$ cat src/rtl/readback_scheduler.sv
// readback_scheduler
//   Lets up to 8 status/sensor modules share the single core->Jetson readback
//   channel. Each requester has a one-word holding register. A grant FSM offers
//   one word at a time to the link. Urgent-class channels are served first,
//   then aged channels, then the rest in round-robin order.
// Ports:
//   clk, rst      system clock, asynchronous active-high reset
//   req, bus_in   per-channel capture strobe and packed payloads
//   busy          per-channel holding register occupied
//   out_data/sel  granted payload and channel index (held until transfer)
//   out_stb       word on offer; transfer when out_stb && out_rdy
//   out_rdy       link accepts
//   urgent        registered: some urgent-class word is pending
//   overflow      sticky per-channel "request while full"; ovf_clr clears
module readback_scheduler #(
  parameter int                  CHANNELS    = 6,
  parameter int                  WIDTH       = 28,
  parameter logic [CHANNELS-1:0] URGENT_MASK = CHANNELS'(6'b000010),
  parameter int                  AGE_LIMIT   = 255
) (
  input  logic                      clk,
  input  logic                      rst,
  input  logic [CHANNELS-1:0]       req,
  input  logic [CHANNELS*WIDTH-1:0] bus_in,
  output logic [CHANNELS-1:0]       busy,
  output logic [WIDTH-1:0]          out_data,
  output logic [2:0]                out_sel,
  output logic                      out_stb,
  input  logic                      out_rdy,
  output logic                      urgent,
  output logic [CHANNELS-1:0]       overflow,
  input  logic                      ovf_clr
);

  typedef enum logic {IDLE, OFFER} state_t;

  localparam logic [7:0] AGE_MAX = 8'(AGE_LIMIT);
  localparam logic [2:0] RR_INIT = 3'(CHANNELS - 1);

  state_t               state_q, state_d;
  logic [WIDTH-1:0]     hold_q [CHANNELS];
  logic [WIDTH-1:0]     hold_d [CHANNELS];
  logic [7:0]           age_q  [CHANNELS];
  logic [7:0]           age_d  [CHANNELS];
  logic [CHANNELS-1:0]  busy_q, busy_d;
  logic [CHANNELS-1:0]  overflow_q, overflow_d;
  logic [2:0]           rr_q, rr_d;
  logic [WIDTH-1:0]     out_data_q, out_data_d;
  logic [2:0]           out_sel_q, out_sel_d;
  logic                 out_stb_q, out_stb_d;
  logic                 urgent_q, urgent_d;
  logic                 grant_rr_q, grant_rr_d;

  logic                 xfer;
  logic [CHANNELS-1:0]  on_offer;
  logic [CHANNELS-1:0]  aged;
  logic                 found;
  logic [2:0]           win_idx;
  logic                 win_rr;
  int unsigned          rr_idx;

  assign xfer = (state_q == OFFER) && out_stb_q && out_rdy;

  always_comb begin
    on_offer = '0;
    aged     = '0;
    for (int unsigned i = 0; i < CHANNELS; i++) begin
      on_offer[i] = (state_q == OFFER) && (out_sel_q == 3'(i));
      aged[i]     = (age_q[i] == AGE_MAX);
    end
  end

  // Winner selection: urgent, then aged, then round-robin after rr_q.
  always_comb begin
    found   = 1'b0;
    win_idx = '0;
    win_rr  = 1'b0;
    rr_idx  = 0;
    for (int unsigned i = 0; i < CHANNELS; i++) begin
      if (!found && busy_q[i] && URGENT_MASK[i]) begin
        found   = 1'b1;
        win_idx = 3'(i);
      end
    end
    for (int unsigned i = 0; i < CHANNELS; i++) begin
      if (!found && busy_q[i] && aged[i]) begin
        found   = 1'b1;
        win_idx = 3'(i);
      end
    end
    for (int unsigned k = 1; k <= CHANNELS; k++) begin
      rr_idx = (32'(rr_q) + k) % CHANNELS;
      if (!found && busy_q[rr_idx]) begin
        found   = 1'b1;
        win_idx = 3'(rr_idx);
        win_rr  = 1'b1;
      end
    end
  end

  // Holding registers, busy, overflow and age counters.
  always_comb begin
    busy_d     = busy_q;
    overflow_d = ovf_clr ? '0 : overflow_q;
    for (int unsigned i = 0; i < CHANNELS; i++) begin
      hold_d[i] = hold_q[i];
      age_d[i]  = age_q[i];
      // A word leaving this cycle frees the slot for a same-cycle capture.
      if (req[i]) begin
        if (!busy_q[i] || (xfer && out_sel_q == 3'(i))) begin
          hold_d[i] = bus_in[i*WIDTH +: WIDTH];
          busy_d[i] = 1'b1;
        end else begin
          overflow_d[i] = 1'b1;
        end
      end else if (xfer && out_sel_q == 3'(i)) begin
        busy_d[i] = 1'b0;
      end
      if (!busy_q[i]) begin
        age_d[i] = '0;
      end else if (!on_offer[i] && age_q[i] != AGE_MAX) begin
        age_d[i] = age_q[i] + 8'd1;
      end
    end
  end

  // Grant FSM next-state and output registers.
  always_comb begin
    state_d    = state_q;
    out_data_d = out_data_q;
    out_sel_d  = out_sel_q;
    out_stb_d  = out_stb_q;
    grant_rr_d = grant_rr_q;
    rr_d       = rr_q;
    urgent_d   = |(busy_q & URGENT_MASK);
    case (state_q)
      IDLE: begin
        if (found) begin
          out_data_d = hold_q[win_idx];
          out_sel_d  = win_idx;
          out_stb_d  = 1'b1;
          grant_rr_d = win_rr;
          state_d    = OFFER;
        end
      end
      OFFER: begin
        if (xfer) begin
          out_stb_d = 1'b0;
          if (grant_rr_q) rr_d = out_sel_q;
          state_d = IDLE;
        end
      end
      default: state_d = IDLE;
    endcase
  end

  always_ff @(posedge clk or posedge rst) begin
    if (rst) begin
      state_q    <= IDLE;
      busy_q     <= '0;
      overflow_q <= '0;
      rr_q       <= RR_INIT;
      out_data_q <= '0;
      out_sel_q  <= '0;
      out_stb_q  <= 1'b0;
      urgent_q   <= 1'b0;
      grant_rr_q <= 1'b0;
      for (int unsigned i = 0; i < CHANNELS; i++) begin
        hold_q[i] <= '0;
        age_q[i]  <= '0;
      end
    end else begin
      state_q    <= state_d;
      busy_q     <= busy_d;
      overflow_q <= overflow_d;
      rr_q       <= rr_d;
      out_data_q <= out_data_d;
      out_sel_q  <= out_sel_d;
      out_stb_q  <= out_stb_d;
      urgent_q   <= urgent_d;
      grant_rr_q <= grant_rr_d;
      for (int unsigned i = 0; i < CHANNELS; i++) begin
        hold_q[i] <= hold_d[i];
        age_q[i]  <= age_d[i];
      end
    end
  end

  assign busy     = busy_q;
  assign overflow = overflow_q;
  assign out_data = out_data_q;
  assign out_sel  = out_sel_q;
  assign out_stb  = out_stb_q;
  assign urgent   = urgent_q;

endmodule
$ cat config.mk
export PLATFORM = sky130hd
export DESIGN_NAME = readback_scheduler
export DESIGN_NICKNAME = d
export VERILOG_FILES = /design/src/rtl/readback_scheduler.sv
export SDC_FILE = /design/constraint.sdc
export NUM_CORES = 1
export LEC_CHECK = 0
export CAP_MARGIN = 10
export CORE_ASPECT_RATIO = 1.1
export CORE_MARGIN = 3
export CORE_UTILIZATION = 53
export CTS_CLUSTER_DIAMETER = 60
export CTS_CLUSTER_SIZE = 16
export DETAILED_ROUTE_END_ITERATION = 10
export GPL_TIMING_DRIVEN = 1
export PLACE_DENSITY_LB_ADDON = 0.1
export SLEW_MARGIN = 20
export SYNTH_ARGS = -nofsm -noshare
export SYNTH_HDL_FRONTEND = slang
export SYNTH_SLANG_ARGS = --single-unit
$ cat constraint.sdc
create_clock -name clk -period 10.4 [get_ports clk]
set_clock_uncertainty 0.2 [all_clocks]
set_input_delay 1.04 -clock clk [delete_from_list [all_inputs] [get_ports clk]]
set_output_delay 1.04 -clock clk [all_outputs]
set_load 0.05 [all_outputs]
# == Word-level counts from Yosys, hierarchy flattened ==
# Cells that the tools add are included.
# classes
magnitude_cmp,7
n_bitwise,2
n_eq_ne,31
mux,96
n_reduce_logical,90
n_div,6
addsub,12
# ops
operator,n
"< comparator 32 x 4 -> 1 bit, second input constant",6
"remainder unit 32 x 3 -> 32 bit, second input constant",6
2-to-1 mux 8 bit,12
binary-select mux 28 bit (select 3 bit),1
2-to-1 mux 1 bit,60
2-to-1 mux 28 bit,2
"adder 8 x 1 -> 8 bit, second input constant",6
"equality test 8 bit, second input constant",6
"!= test 8 bit, second input constant",6
logical AND 1 bit,38
2-to-1 mux 3 bit,12
AND reduction 2 bit,14
"!= test 2 x 1 -> 1 bit, second input constant",13
zero test 1 bit,24
binary-select mux 1 bit (select 3 bit),6
"adder 3 x 3 -> 4 bit, second input constant",3
nonzero test 2 bit,6
"adder 3 x 2 -> 4 bit, second input constant",2
"equality test 3 x 2 -> 1 bit, second input constant",2
"equality test 3 bit, second input constant",2
logical OR 1 bit,6
2-to-1 mux 6 bit,1
"adder 3 x 1 -> 4 bit, second input constant",1
"greater-or-equal comparator 4 bit, second input constant",1
other kinds (7),8
# totals
out_inout_bits,45
word_cells,270
inputBits,178
ff_bits,266

# == Depth between registers and ports, before layout ==
# depth
ltp_word,47
ltp_mapped,19
depth_no_buf,15

# == Worst setup path after synthesis ==
# No wires, ideal clock.
# synth_timing
kind,reg2reg
startpoint,register rr_q[2]
endpoint,"register out_data_q[1], in the netlist out_data[1]"
path_slack_ps,5990
required_time_ps,10079
setup_time_ps,121
path_buffers,4
arrival_time_ps,4089
synth_period_minus_slack_ps,4410
stages_incl_launch_ff,20
path_cell_list,dfstp_2 > buf_6 > inv_1 > ha_1 > buf_2 > a21oi_1 > inv_1 > ha_1 > nor2b_1 > a211oi_1 > or4b_1 > nor4bb_1 > nor2_1 > nor2_1 > o41ai_4 > buf_6 > buf_8 > mux2i_1 > a21oi_1 > a22o_1
# synth_between
elab_chain_cells,25
word_cells_on_any_way,52
classes_between,add/sub (6); div (6); mux (27); bitwise (1); reduce/logical (12)
# synth_rtl
element,line_no,source
start: declaration,47,"logic [2:0] rr_q, rr_d;"
start signal: assignment,176,rr_q <= rr_d;
adder 3 x 1 -> 4 bit,92,rr_idx = (32'(rr_q) + k) % CHANNELS;
remainder unit 32 x 3 -> 32 bit,92,
binary-select mux 1 bit (select 3 bit),93,if (!found && busy_q[rr_idx]) begin
2-to-1 mux 1 bit (implied by the code),93,
logical AND 1 bit,93,
2-to-1 mux 1 bit,93,
zero test 1 bit,93,
logical AND 1 bit,93,
[8 not listed],n/a,
logical AND 1 bit,93,
2-to-1 mux 1 bit,93,
zero test 1 bit,93,
logical AND 1 bit,93,
2-to-1 mux 3 bit,93,
inverter 3 -> 4 bit (implied by the code),139,out_data_d = hold_q[win_idx];
binary-select mux 28 bit (select 3 bit),139,
2-to-1 mux 28 bit (implied by the code) (2 in series),139,
end signal: assignment,177,out_data_q <= out_data_d;
end: declaration,48,"logic [WIDTH-1:0] out_data_q, out_data_d;"
# Parallel ways exist; a longest one is shown, timed or not. The select of a mux whose other input is x is not followed.
# A chain may end at the register's enable or synchronous reset.

# == Worst setup path after layout ==
# layout_timing
startpoint,register rr_q[0]
endpoint,"register out_data_q[12], in the netlist out_data[12]"
# The elaborated chain is that of the path after synthesis.

==> results_dict.tcl <==
set metrics [dict create \
    ys_types 70 \
    tightest_slew_ns 0.944 \
    post-route-drc-count 0 \
    grt_pass1_wl_mm 51.5 \
    grt_pass1_vias 9374 \
    h-tree-depth 1 \
    synth_flop_cell "dfrtp_1" \
    dp_cells 1512 \
    worstPathMaxFanout 37 \
    cts_buffer_depth 3 \
    synth_edf_count 0 \
    max-cap-violations 0 \
    ys_seq_area_share_pct 51.3 \
    dp_worst_setup_slack_ns 4.62 \
    worstSetupEndpoint "out_data[12]" \
    setup_tns_ns 0 \
    min_period_over_period_pct 56.2 \
    drt_iter0_drc 380 \
    synth_most_common_cell "dfrtp_1" \
    cp.arrival_ns 6.03 \
    drtAntennaViolNets 0 \
    stdcell_count 1546 \
    wirelength_mm 32.6 \
    die_w_um 153 \
    synth.net_count 1219 \
    finalPower_mw 3.80 \
    gr-total-overflow 0 \
    leakage_nw 6.71 \
    slew_violations 0 \
    synthTopCellsByArea "dfrtp_1 (51%), mux2_2 (16%), mux2i_1 (7.6%), a22o_1 (2.0%), a22oi_1 (1.8%)" \
    clock-sinks 258 \
    cpPeakStageDelay_ns 0.89 \
    postSynthAreaPerCell_um2 12.3 \
    run_status "completed" \
    synthArstFlopShare_pct 100 \
    fillers 1751 \
    r2r_start "rr_q[0]" \
    drt-wirelength-per-cell_um 21.1 \
    rsz0062_at_grt "no" \
    cp-end-kind "flop" \
    max_freq_ghz 0.171 \
    boundaryPins 223 \
    vias_per_cell 5.80 \
    hold_ws_ns 0.305 \
    path_cells "ha_1 > xor2_2 > inv_1 > ha_1 > nor2b_1 > a211oi_1 > or4b_1 > a22o_1 > a211oi_1 > o21ai_1 > a21oi_4 > buf_4 > mux2i_1 > a22oi_1 > a22o_1" \
    clockRootBuffer "clkbuf_16" \
    grt_max_degree 126 \
    clk_pin_slew_ns 0.07 \
    yosysWarnings 0 \
    cts_buffers 22 \
    post_dp_cell_area_um2 15100 \
    portBuffers 222 \
    cts_tree "built" \
    reg2reg_depth 15 \
    fin_area_um2 15800 \
    yosysTopAreaCellShare_pct 50.9 \
    crit_start "rr_q[0]" \
    setup_viol 0 \
    postCtsResizedCells 0 \
    hold_path_class "reg -> reg" \
    insertion_delay_ns 0.52 \
    rows 58 \
    cp-start-kind "flop" \
    ys_top_cells_by_count "dfrtp_1 (256), mux2_2 (175), mux2i_1 (95)" \
    hold_buffers 0 \
    drt-pass1-iter-count 5 \
    initial_core_util_pct 54.5 \
    grt_util_all_layers_pct 25.0 \
    syn_inst 1026 \
    routabilityCongestion 0.868 \
    synth_top_area_cell "dfrtp_1" \
    critPathSlowestCell "dfstp_2" \
    fin_nets 1429 \
    area_growth_pct 25.3 \
    max-vdd-ir-drop_uv 167 \
    route.vias.total 8960 \
    cp_data_required_time_ns 10.59 \
    dieHeight_um 168 \
    worstReg2RegEnd "out_data[12]" \
    syn_area_um2 12600 \
    setup_slack_ns 4.56 \
    p_per_area_nw_per_um2 241 \
    finalHoldViolCount 0 \
    slew_headroom_pct 36.9 \
    antenna_found_initial 5 \
    die_area_um2 25600 \
    core-area_um2 23100 \
    post-cts-setup-buffer-count 0 \
    timing.final.crit_period_ns 5.84 \
    finish.utilization_pct 68.3 \
    layout-drive-gt1-share_pct 19.4 \
    ys_seq_elements 258 \
    dpl.hpwl_mm 22.8 \
    rrSetupSlack_ns 4.56 \
    critPathKind "reg -> reg" \
]
[worst min-delay path by stage]
stage,endpoint,cells past startpoint,startpoint,slack (ns)
6_report,hold_q[118],1,hold_q[118],0.30
5_1_grt,hold_q[162],1,hold_q[162],0.31
2_1_floorplan,grant_rr_q,1,grant_rr_q,0.25
4_1_cts,hold_q[118],1,hold_q[118],0.31
3_3_place_gp,grant_rr_q,1,grant_rr_q,0.28
3_5_place_dp,hold_q[118],1,hold_q[118],0.29
[cell type report]
cell class              instances  area [um2]  share of cell area, %
well taps                     300         375                   2.38
inverters                      30         120                  0.762
repair buffers                235        2320                   14.7
clock buffers                  26         597                   3.79
diodes                          1        2.50                 0.0159
multi-input cells             689        5780                   36.7
flip-flops and latches        258        6460                   41.0
clock inverters                 7         108                  0.683
[cells by family (layout without fill, tap and decap cells)]
group,after synthesis,in the layout,synth area share (%)
xor gates and xnor gates,34,34,2.58
adders and majority gates,15,15,1.49
buffers and inverters,79,298,2.99
other,0,1,0
muxes,273,273,23.6
DFF,258,258,51.3
AOI/OAI and AO/OA,171,171,9.70
and+or+nand+nor,196,196,8.30
[power by group]
part	switching, mW	total [mW]	internal (mW)
Clock	0.372	0.832	0.461
Sequential	0.258	1.60	1.34
Combinational	0.724	1.38	0.651
[critical path: cells and delay by family (launching register included)]
kind	cells	cell delay, ns
compound gates	7	1.84
flops	1	0.89
simple gates	2	0.78
buf+inv	2	0.73
fa+ha+maj	2	0.70
mux	1	0.29
xor+xnor	1	0.22
[registers in the layout, indices dropped and copies added (netlist names)]
register    count
out_sel         3
out_data       28
age_q          40
busy            6
state_q         1
overflow        6
hold_q        168
out_stb         1
grant_rr_q      1
urgent          1
rr_q            3
[layout by cell type, fill, tap and decap left out, types with 3 or more instances in the layout]
master and count:
dfrtp_1 256, clkdlybuf4s50_1 222, mux2_2 175, mux2i_1 95
nand2_1 44, a21oi_1 43, nor2_1 37, a22oi_1 30
a22o_1 29, inv_1 27, and2_1 26, clkbuf_16 23
nand3_1 21, nand4_1 21, xnor2_1 19, o21ai_0 15
ha_1 15, xor2_1 13, buf_4 13, o22ai_1 9
a31oi_1 8, nor2b_1 8, or3_1 7, and4_1 5
and3_1 5, nand2b_1 4, o31ai_1 4, nand3b_1 4
a211oi_1 4, a21boi_0 3, a21o_1 3, nor3_1 3
[layer usage]
layer | vias up | track usage [%] | routed length (um)
met5 | - | 0 | 61
met4 | 8 | 5.73 | 580
met3 | 48 | 5.40 | 1890
met2 | 230 | 43.6 | 16600
met1 | 4524 | 32.3 | 13500
li1 | 4150 | - | -
Note: power is estimated with default switching activity, not from simulation.
